==> src/rtl/rng_arbiter_if.sv <==
// Request/delivery bus between the requesters, the shared randomGenerator and rng_arbiter.
// The arbiter connects through the slave modport; the requester/generator side uses master.
interface rng_arbiter_if #(
  parameter int unsigned NREQ = 4
);

  logic [NREQ-1:0] req;
  logic [NREQ-1:0] req_4bit;
  logic [NREQ-1:0] gnt;
  logic [NREQ-1:0] rnd_valid;
  logic [15:0]     rnd_data;
  logic            rng_err;
  logic            en_rng;
  logic [15:0]     rng_out;
  logic [15:0]     rng_out_4bit;
  logic            rng_done;

  modport slave (
    input  req,
    input  req_4bit,
    input  rng_out,
    input  rng_out_4bit,
    input  rng_done,
    output gnt,
    output rnd_valid,
    output rnd_data,
    output rng_err,
    output en_rng
  );

  modport master (
    output req,
    output req_4bit,
    output rng_out,
    output rng_out_4bit,
    output rng_done,
    input  gnt,
    input  rnd_valid,
    input  rnd_data,
    input  rng_err,
    input  en_rng
  );

endinterface

==> src/rtl/rng_arbiter.sv <==
// Round-robin sharing of one randomGenerator LFSR among NREQ requesters.
// Sequences en_rng/done, returns the 16-bit or 4-bit value to the winner, and flags a stuck generator.
module rng_arbiter #(
  parameter int unsigned NREQ    = 4,
  parameter int unsigned TIMEOUT = 15
) (
  input logic           clock,
  input logic           nrst,
  rng_arbiter_if.slave  bus
);

  localparam int unsigned PW = (NREQ > 1) ? $clog2(NREQ) : 1;
  localparam int unsigned CW = $clog2(TIMEOUT);
  localparam int unsigned DW = 16;

  typedef enum logic [1:0] {
    IDLE  = 2'd0,
    ISSUE = 2'd1,
    WAIT  = 2'd2
  } state_t;

  state_t          state_q, state_d;
  logic [NREQ-1:0] gnt_q, gnt_d;
  logic [PW-1:0]   win_q, win_d;
  logic            sel_q, sel_d;
  logic [PW-1:0]   ptr_q, ptr_d;
  logic [CW-1:0]   cnt_q, cnt_d;
  logic            en_rng_q, en_rng_d;
  logic [NREQ-1:0] rnd_valid_q, rnd_valid_d;
  logic [DW-1:0]   rnd_data_q, rnd_data_d;
  logic            rng_err_q, rng_err_d;

  logic            found;
  logic [PW-1:0]   pick;
  int unsigned     scan;
  logic            finish;

  // First pending request at or above ptr, wrapping around.
  always_comb begin
    found = 1'b0;
    pick  = '0;
    scan  = 0;
    for (int unsigned i = 0; i < NREQ; i++) begin
      scan = 32'(ptr_q) + i;
      if (scan >= NREQ) begin
        scan = scan - NREQ;
      end
      if (!found && bus.req[PW'(scan)]) begin
        found = 1'b1;
        pick  = PW'(scan);
      end
    end
  end

  always_ff @(posedge clock) begin
    if (!nrst) begin
      state_q     <= IDLE;
      gnt_q       <= '0;
      win_q       <= '0;
      sel_q       <= 1'b0;
      ptr_q       <= '0;
      cnt_q       <= '0;
      en_rng_q    <= 1'b0;
      rnd_valid_q <= '0;
      rnd_data_q  <= '0;
      rng_err_q   <= 1'b0;
    end else begin
      state_q     <= state_d;
      gnt_q       <= gnt_d;
      win_q       <= win_d;
      sel_q       <= sel_d;
      ptr_q       <= ptr_d;
      cnt_q       <= cnt_d;
      en_rng_q    <= en_rng_d;
      rnd_valid_q <= rnd_valid_d;
      rnd_data_q  <= rnd_data_d;
      rng_err_q   <= rng_err_d;
    end
  end

  always_comb begin
    state_d     = state_q;
    gnt_d       = gnt_q;
    win_d       = win_q;
    sel_d       = sel_q;
    ptr_d       = ptr_q;
    cnt_d       = cnt_q;
    en_rng_d    = 1'b0;
    rnd_valid_d = '0;
    rnd_data_d  = rnd_data_q;
    rng_err_d   = rng_err_q;
    finish      = 1'b0;

    case (state_q)
      IDLE: begin
        if (found) begin
          gnt_d    = NREQ'(1) << pick;
          win_d    = pick;
          sel_d    = bus.req_4bit[pick];
          en_rng_d = 1'b1;
          state_d  = ISSUE;
        end
      end

      ISSUE: begin
        cnt_d   = '0;
        state_d = WAIT;
      end

      WAIT: begin
        if (bus.rng_done) begin
          rnd_data_d = sel_q ? bus.rng_out_4bit : bus.rng_out;
          finish     = 1'b1;
        end else if (cnt_q == CW'(TIMEOUT - 1)) begin
          // Generator never answered: hand back zero and latch the error.
          rnd_data_d = '0;
          rng_err_d  = 1'b1;
          finish     = 1'b1;
        end else begin
          cnt_d = cnt_q + 1'b1;
        end
      end

      default: begin
        state_d = IDLE;
      end
    endcase

    if (finish) begin
      rnd_valid_d = gnt_q;
      gnt_d       = '0;
      ptr_d       = (win_q == PW'(NREQ - 1)) ? '0 : win_q + 1'b1;
      state_d     = IDLE;
    end
  end

  assign bus.gnt       = gnt_q;
  assign bus.en_rng    = en_rng_q;
  assign bus.rnd_valid = rnd_valid_q;
  assign bus.rnd_data  = rnd_data_q;
  assign bus.rng_err   = rng_err_q;

endmodule
==> src/flat_wrapper.sv <==
// flat-port wrapper written by rule: the top's interface ports become plain ports
module rng_arbiter_flat 
#(
  parameter int unsigned NREQ    = 4,
  parameter int unsigned TIMEOUT = 15
)
  (clock, nrst, bus_req, bus_req_4bit, bus_rng_out, bus_rng_out_4bit, bus_rng_done, bus_gnt, bus_rnd_valid, bus_rnd_data, bus_rng_err, bus_en_rng);
  rng_arbiter_if #(.NREQ(NREQ)) bus_i ();
  input logic clock;
  input logic nrst;
  input wire logic [$bits(bus_i.req)-1:0] bus_req;
  input wire logic [$bits(bus_i.req_4bit)-1:0] bus_req_4bit;
  input wire logic [$bits(bus_i.rng_out)-1:0] bus_rng_out;
  input wire logic [$bits(bus_i.rng_out_4bit)-1:0] bus_rng_out_4bit;
  input wire logic [$bits(bus_i.rng_done)-1:0] bus_rng_done;
  output wire logic [$bits(bus_i.gnt)-1:0] bus_gnt;
  output wire logic [$bits(bus_i.rnd_valid)-1:0] bus_rnd_valid;
  output wire logic [$bits(bus_i.rnd_data)-1:0] bus_rnd_data;
  output wire logic [$bits(bus_i.rng_err)-1:0] bus_rng_err;
  output wire logic [$bits(bus_i.en_rng)-1:0] bus_en_rng;
  assign bus_i.req = bus_req;
  assign bus_i.req_4bit = bus_req_4bit;
  assign bus_i.rng_out = bus_rng_out;
  assign bus_i.rng_out_4bit = bus_rng_out_4bit;
  assign bus_i.rng_done = bus_rng_done;
  assign bus_gnt = bus_i.gnt;
  assign bus_rnd_valid = bus_i.rnd_valid;
  assign bus_rnd_data = bus_i.rnd_data;
  assign bus_rng_err = bus_i.rng_err;
  assign bus_en_rng = bus_i.en_rng;
  rng_arbiter #(.NREQ(NREQ), .TIMEOUT(TIMEOUT)) u_core (.clock(clock), .nrst(nrst), .bus(bus_i));
endmodule
==> config.mk <==
export PLATFORM = sky130hd
export DESIGN_NAME = rng_arbiter_flat
export DESIGN_NICKNAME = d
export VERILOG_FILES = /design/src/rtl/rng_arbiter_if.sv /design/src/rtl/rng_arbiter.sv /design/src/flat_wrapper.sv
export SDC_FILE = /design/constraint.sdc
export NUM_CORES = 1
export LEC_CHECK = 0
export CAP_MARGIN = 20
export CORE_MARGIN = 5
export CORE_UTILIZATION = 34
export CTS_BUF_LIST = sky130_fd_sc_hd__clkbuf_4 sky130_fd_sc_hd__clkbuf_8 sky130_fd_sc_hd__clkbuf_16
export DETAILED_ROUTE_END_ITERATION = 10
export PLACE_DENSITY = 0.64
export SLEW_MARGIN = 20
export SYNTH_ARGS = -nofsm -noshare
export SYNTH_HDL_FRONTEND = slang
export SYNTH_SLANG_ARGS = --single-unit
export TNS_END_PERCENT = 100
==> constraint.sdc <==
create_clock -name clock -period 4.8 [get_ports clock]
set_input_delay 0.72 -clock clock [delete_from_list [all_inputs] [get_ports clock]]
set_output_delay 0.72 -clock clock [all_outputs]
set_load 0.02 [all_outputs]
==> out/results.txt <==
Final Setup Violations - 0
DRC violation count after routing - 0
shortest clock period the worst path allows after layout - 2.393 ns
clock tree from TritonCTS - done
count of final max-slew check failures - 0
postcts setup bufs - 0
initial antenna violation count - 0
layer with the highest usage after global routing - met2
Antenna Nets Post-Route - 0
total number of vias - 1484
kind of cell adding the most delay to the critical path - compound AO/OA/AOI/OAI gates
site row count - 25
summed instance area of the synthesized netlist - 1632 sq um
maximum net fanout on the critical path - 18
via count normalized by instance count - 4.866
ys async rst share - 0%
floorplan die height - 79.27 um
CP Capture Type - flop
hold bufs inserted after CTS - 0
share of post-route cells with drive strength above 1 - 3.586%
overall die area - 6284 sq um
worst-path cell chain - clkdlybuf4s50_1 -> a31oi_1 -> o21a_1 -> a22o_1
first-pass GRT wire length - 6258 um
count of clock tree sinks - 37
CTS root buf - sky130_fd_sc_hd__clkbuf_8
number of top-level pins - 69
power density over the cells - 278.1 nW/um^2
number of clock buffers inserted by TritonCTS - 5
type of the worst setup path - in -> reg
#FFs+latches synth - 37
drt pass-1 iters - 4
Critical Path RT - 5.03 ns
maximum clock frequency - 417.9 MHz
share of the yosys chip area belonging to registers - 45.40%
Hold Violations, Final - 0
Yosys Warn Count - 0
net count after synthesis - 231
First DRT Iteration DRCs - 24
Critical Path AT - 2.62 ns
CP max stage cell - sky130_fd_sc_hd__a31oi_1
IR drop worst, VDD - 155.5 uV
library cell occupying the most area in the post-synthesis netlist - sky130_fd_sc_hd__dfxtp_1
mean area per synthesized cell - 8.819 sq um
WL per Instance - 13.16 um
Tcrit/Tclk final - 49.85%
number of instances in the synthesized netlist - 185
Most used DFF post-synth - sky130_fd_sc_hd__dfxtp_1
number of inserted diodes - 0
count of unique library cells instantiated by Yosys - 34
result of the run - complete, no violations
cell types with the largest area share after synthesis - sky130_fd_sc_hd__dfxtp_1, sky130_fd_sc_hd__mux2i_1, sky130_fd_sc_hd__nand2_1
insertion delay to the later sink of the worst-skew pair - 0.29 ns
total global routing track utilization - 12.99%
maximum number of pins on one net before global-route repair - 19
transition time at the pin with the least slew margin - 0.9830 ns
max_slew headroom - 34.38%
proportion of netlist area held by the largest area contributor - 45.40%
layout-stage area growth over the synthesis result - 48.01%
met2 GRT Util - 20.54%
met1 capacity usage during global routing - 15.49%
Clock Tree Buf Depth - 2
post-detail-place hpwl - 3072 um
total of buffers placed on input and output ports - 68
GPL Wtd Cong - 0.8289
number of fill cells - 476
most frequent cell after synthesis - sky130_fd_sc_hd__dfxtp_1
leakage power - 0.8756 nW
setup repair after global routing missed its margin - no
clk slew on worst S/H paths - 0.07 ns
Crit path buffers/inverters - 1
floorplan die width - 79.27 um
Final #Nets - 296
effective utilization at floorplan - 34.77%
final std cells w/o fill - 305
via count of the first global-routing pass - 1375
number of enable flip-flop cells after synthesis - 0
count of max-cap constraint violations - 0
number of placed instances with taps included - 297
wire length reported by the detailed router - 4014 um
Sum Neg Setup Slack - 0 ns
final setup skew - 0.007405 ns
total congestion overflow after global routing - 0
cell types with the highest counts after synthesis - sky130_fd_sc_hd__dfxtp_1, sky130_fd_sc_hd__nand2_1, sky130_fd_sc_hd__o21ai_0
nature of the critical path startpoint - input pin
met3 track demand over resource in global routing - 3.855%
kind of path behind the tightest hold check - reg -> reg
H-tree depth - 2
Gates resized, CTS repair - 0
area of the core - 4692 sq um
max incr delay on CP - 0.63 ns
==> cells by family (layout without fill, tap and decap cells) <==
kind of cell / Yosys count / count (layout) / share of synthesized area [%]
compound gates: 46 / 46 / 17.33
fa+ha+maj: 3 / 3 / 2.301
buf+inv: 15 / 81 / 4.293
flops: 37 / 37 / 45.40
mux: 18 / 18 / 11.04
simple gates: 66 / 66 / 19.63
==> placed cells by master (no fill, tap or decap) <==
master                            Yosys  routed
sky130_fd_sc_hd__clkdlybuf4s50_1      0      68
sky130_fd_sc_hd__clkinv_1             1       1
sky130_fd_sc_hd__mux2i_1             18      18
sky130_fd_sc_hd__a211o_1              1       1
sky130_fd_sc_hd__a21boi_0             1       1
sky130_fd_sc_hd__inv_1                4       4
sky130_fd_sc_hd__clkinvlp_4           0       1
sky130_fd_sc_hd__nand2b_1             3       3
sky130_fd_sc_hd__nand2_1             28      28
sky130_fd_sc_hd__dfxtp_1             37      37
sky130_fd_sc_hd__or3_1                2       2
sky130_fd_sc_hd__o22ai_1              1       1
sky130_fd_sc_hd__a22o_1               3       3
sky130_fd_sc_hd__a21oi_1              8       8
sky130_fd_sc_hd__a311oi_1             1       1
sky130_fd_sc_hd__a22oi_1              2       2
sky130_fd_sc_hd__a211oi_1             1       1
sky130_fd_sc_hd__o21a_1               2       2
sky130_fd_sc_hd__a32oi_1              2       2
sky130_fd_sc_hd__nor2b_1              4       4
sky130_fd_sc_hd__nor2_2               1       1
sky130_fd_sc_hd__and2_1               8       8
sky130_fd_sc_hd__ha_1                 3       3
sky130_fd_sc_hd__nor3b_1              2       2
sky130_fd_sc_hd__a311o_1              1       1
sky130_fd_sc_hd__and3_1               1       1
sky130_fd_sc_hd__a31oi_1              1       1
sky130_fd_sc_hd__nand4_1              1       1
sky130_fd_sc_hd__o221ai_1             1       1
sky130_fd_sc_hd__nand3_1             10      10
sky130_fd_sc_hd__clkbuf_8             0       5
sky130_fd_sc_hd__clkinv_2             0       2
sky130_fd_sc_hd__nor2_1               4       4
sky130_fd_sc_hd__o21ai_0             21      21
sky130_fd_sc_hd__nor3_1               2       2
==> layout make-up <==
class / count / area (sq um) / share of cell area (%)
repair buffers: 68 / 680.7 / 28.19
flip-flops and latches: 37 / 740.7 / 30.67
multi-input cells: 133 / 820.8 / 33.99
well taps: 54 / 67.56 / 2.798
clock inverters: 3 / 17.52 / 0.7254
inverters: 5 / 18.77 / 0.7772
clock buffers: 5 / 68.82 / 2.850
==> final timing paths <==
path / startpoint / to / slack [ns] / cells past startpoint
setup / recovery: bus_rng_done / u_core.ptr_q[1] / 2.41 / 4
hold / removal: u_core.bus.rnd_data[7] / u_core.bus.rnd_data[7] / 0.46 / 2
setup reg to reg: u_core.cnt_q[0] / u_core.ptr_q[1] / 2.60 / 5
hold reg to reg: u_core.bus.rnd_data[7] / u_core.bus.rnd_data[7] / 0.46 / 2
==> metal layers <==
| metal | wire, um | part of all wire (%) | vias up |
|---|---|---|---|
| met2 | 1845 | 46 | 38 |
| met3 | 266 | 6.6 | 8 |
| met4 | 93 | 2.3 | 0 |
| li1 | - | - | 781 |
| met5 | 0 | 0 | - |
| met1 | 1809 | 45 | 657 |
==> sequential cells by signal (all words and copies together) (netlist names) <==
signal                count
u_core.bus.rnd_valid      4
u_core.cnt_q              4
u_core.bus.en_rng         1
u_core.ptr_q              2
u_core.bus.rnd_data      16
u_core.bus.gnt            4
u_core.sel_q              1
u_core.win_q              2
u_core.state_q            2
u_core.bus.rng_err        1
==> tightest hold or removal path: stages (launching register included) <==
cell	delay (ns)
sky130_fd_sc_hd__dfxtp_1	0.33
sky130_fd_sc_hd__nand2_1	0.04
sky130_fd_sc_hd__o21ai_0	0.06
==> power breakdown <==
group	internal (W)	total, W	switching (W)
Combinational	0.0000715	0.000123	0.0000512
Clock	0.000100	0.000210	0.000110
Sequential	0.000320	0.000339	0.0000197
Total	0.000491	0.000672	0.000180
==> through the flow <==
| step | instance area, sq um | hold slack [ns] | utilization [%] | setup WS [ns] | total power [W] |
|---|---|---|---|---|---|
| 3_5_place_dp | 2328 | 0.4412 | 49.63 | 2.109 | 0.0004710 |
| 2_1_floorplan | 1632 | 0.4472 | - | 3.022 | 0.0004100 |
| 5_1_grt | 2415 | 0.4920 | 51.47 | 2.257 | 0.0007093 |
| 3_3_place_gp | 2328 | 0.4338 | 49.63 | 2.146 | 0.0004697 |
| 6_report | 2415 | 0.4558 | 51.47 | 2.407 | 0.0006716 |
| 4_1_cts | 2415 | 0.4598 | 51.47 | 2.416 | 0.0006825 |
(Power assumes the default switching activity.)
==> edit, RTL diff (same settings) <==
`rnd_data_q` no longer has a reset.
--- a/src/rtl/rng_arbiter.sv
+++ b/src/rtl/rng_arbiter.sv
@@ -62,7 +62,6 @@
       cnt_q       <= '0;
       en_rng_q    <= 1'b0;
       rnd_valid_q <= '0;
-      rnd_data_q  <= '0;
       rng_err_q   <= 1'b0;
     end else begin
       state_q     <= state_d;
@@ -73,9 +72,12 @@
       cnt_q       <= cnt_d;
       en_rng_q    <= en_rng_d;
       rnd_valid_q <= rnd_valid_d;
-      rnd_data_q  <= rnd_data_d;
       rng_err_q   <= rng_err_d;
     end
+  end
+
+  always_ff @(posedge clock) begin
+    rnd_data_q <= rnd_data_d;
   end
 
   always_comb begin
Behaviour: differs if nrst is asserted again (counterexample within 4 cycles, from zero or initial values and one cycle with nrst low); with nrst held inactive, the same outputs for 10 cycles.
==> edit against the unedited design <==
  * Worst setup slack lost 0.20 ns
  * Critical path depth is the same
  * Cell count grew 0.66%
  * Sequential cell count is the same
  * Total power grew 4.5%
  * Die area grew 6.2%
  * Largest power group unchanged
  * Area after synthesis grew 7.1%
  * Worst hold slack gained 0.016 ns
  * Critical endpoint is now u_core.bus.rnd_data[9]
  * Largest cell class is now sequential cells
  * Wire length shrank 0.27%
  * Via count shrank 2.4%
  * Final area grew 6.7%
==> edit: results (changes against the unedited design) <==
[yosys]
async_reset_ff_share_pct=0  ; unchanged
synth_compound_area_share_pct=12.5  ; -4.8 points
synthFlopType=dfxtp_1
ys_seq_area_share_pct=51.5  ; +6.1 points
synth_fp_nets=213  ; -7.8%
muxShareOfSynthArea_pct=10.3  ; -0.74 points
yosys-top-cells-count=21 x dfxtp_1, 19 x nor2b_1, 18 x mux2i_1, 16 x edfxtp_1, 12 x nand2_1
ys_types=37  ; +8.8%
synth_top_cell_by_area=edfxtp_1
synth_enable_flop_cells=16  ; +16
syn_avg_cell_area_um2=10.5  ; +19%
yosys.area_share.adder_pct=2.15  ; -0.15 points
synthTopCellsByArea=edfxtp_1 27%, dfxtp_1 24%, mux2i_1 10%, nor2b_1 6.8%, a21oi_1 3.1%

[drt]
dr_wl_met3_um=348  ; +31%
initialDrtViolationCount=74  ; +210%
drt-total-wl_um=4000  ; -0.27%
detail_route.wl_per_cell_um=13.0  ; -0.92%
wl_met2_um=1830  ; -0.65%
viasPerCell=4.72  ; -3.1%
drt-met1-wl_um=1770  ; -2.2%

[grt]
grt_util_met3_pct=3.73  ; -0.13 points
grt_pass1_wl_um=6350  ; +1.4%
grtUsageMet2_pct=19.6  ; -0.91 points
grt_pass1_vias=1389  ; +1.0%
grt_max_degree=22  ; +3
grt_usage_pct=12.4  ; -0.56 points
grt_use_met1_pct=16.1  ; +0.61 points

[clocking]
cts_htree_levels=2  ; unchanged
root_buffer=clkbuf_8
clk_pin_slew_ns=0.07  ; about the same
cts_buffers=5  ; unchanged

[pwr]
vdd_ir_drop_max_v=0.000137  ; -12%
power_leakage_nw=0.925  ; +5.7%

[final_layout]
nets=282  ; -4.7%
layout-drive-gt1-share_pct=5.49  ; +1.9 points
antenna_cells=0  ; unchanged

[worst_setup_path]
cp_slowest_cell=clkdlybuf4s50_1
crit_fanout=21  ; +3
cp_data_arrival_time_ns=2.51  ; -0.11 ns
max_stage_delay_ns=0.80  ; +0.17 ns
crit_family=buffers and inverters

[timing]
max_slew_margin_pct=36.5  ; +2.1 points
finClkSkew_ns=0.00412  ; -0.00329 ns

[placement]
placed_cells=299  ; +0.67%
dp_hpwl_um=3060  ; -0.37%
dp_slack_ns=1.84  ; -0.268 ns
place_area_um2=2490  ; +6.9%
gp_congestion=0.806  ; -2.8%

[run_status]
status=finished clean

[min_path]
hp-start=u_core.bus.rng_err

edit: changes by cell type after synthesis, moves of 5 or more:
cell / unedited run / this run
dfxtp_1: 37 / 21
nor3_1: 2 / 7
o21ai_0: 21 / 2
nor2b_1: 4 / 19
edfxtp_1: 0 / 16
nand2_1: 28 / 12
nand3_1: 10 / 5
edit: final cells by class:
cell class	count	area [um^2]
fillers	495	2470
well taps	70	87.6
repair buffers	68	681
flip-flops and latches	37	901
inverters	7	26.3
clock inverters	2	10.0
multi-input cells	117	795
clock buffers	6	76.3
edit: path summary, 6_finish.rpt:
check                       endpoint  slack [ns]  cells past startpoint
max           u_core.bus.rnd_data[9]        2.21                      4
min               u_core.bus.rng_err        0.47                      1
max reg2reg  u_core.bus.rnd_valid[1]        2.81                      6
min reg2reg       u_core.bus.rng_err        0.47                      1
edit: where the power goes:
part	switching, W	internal [W]	leakage [nW]
registers	0.0000188	0.000343	0.318
clock network	0.000106	0.000106	0.0484
logic	0.0000531	0.0000749	0.558
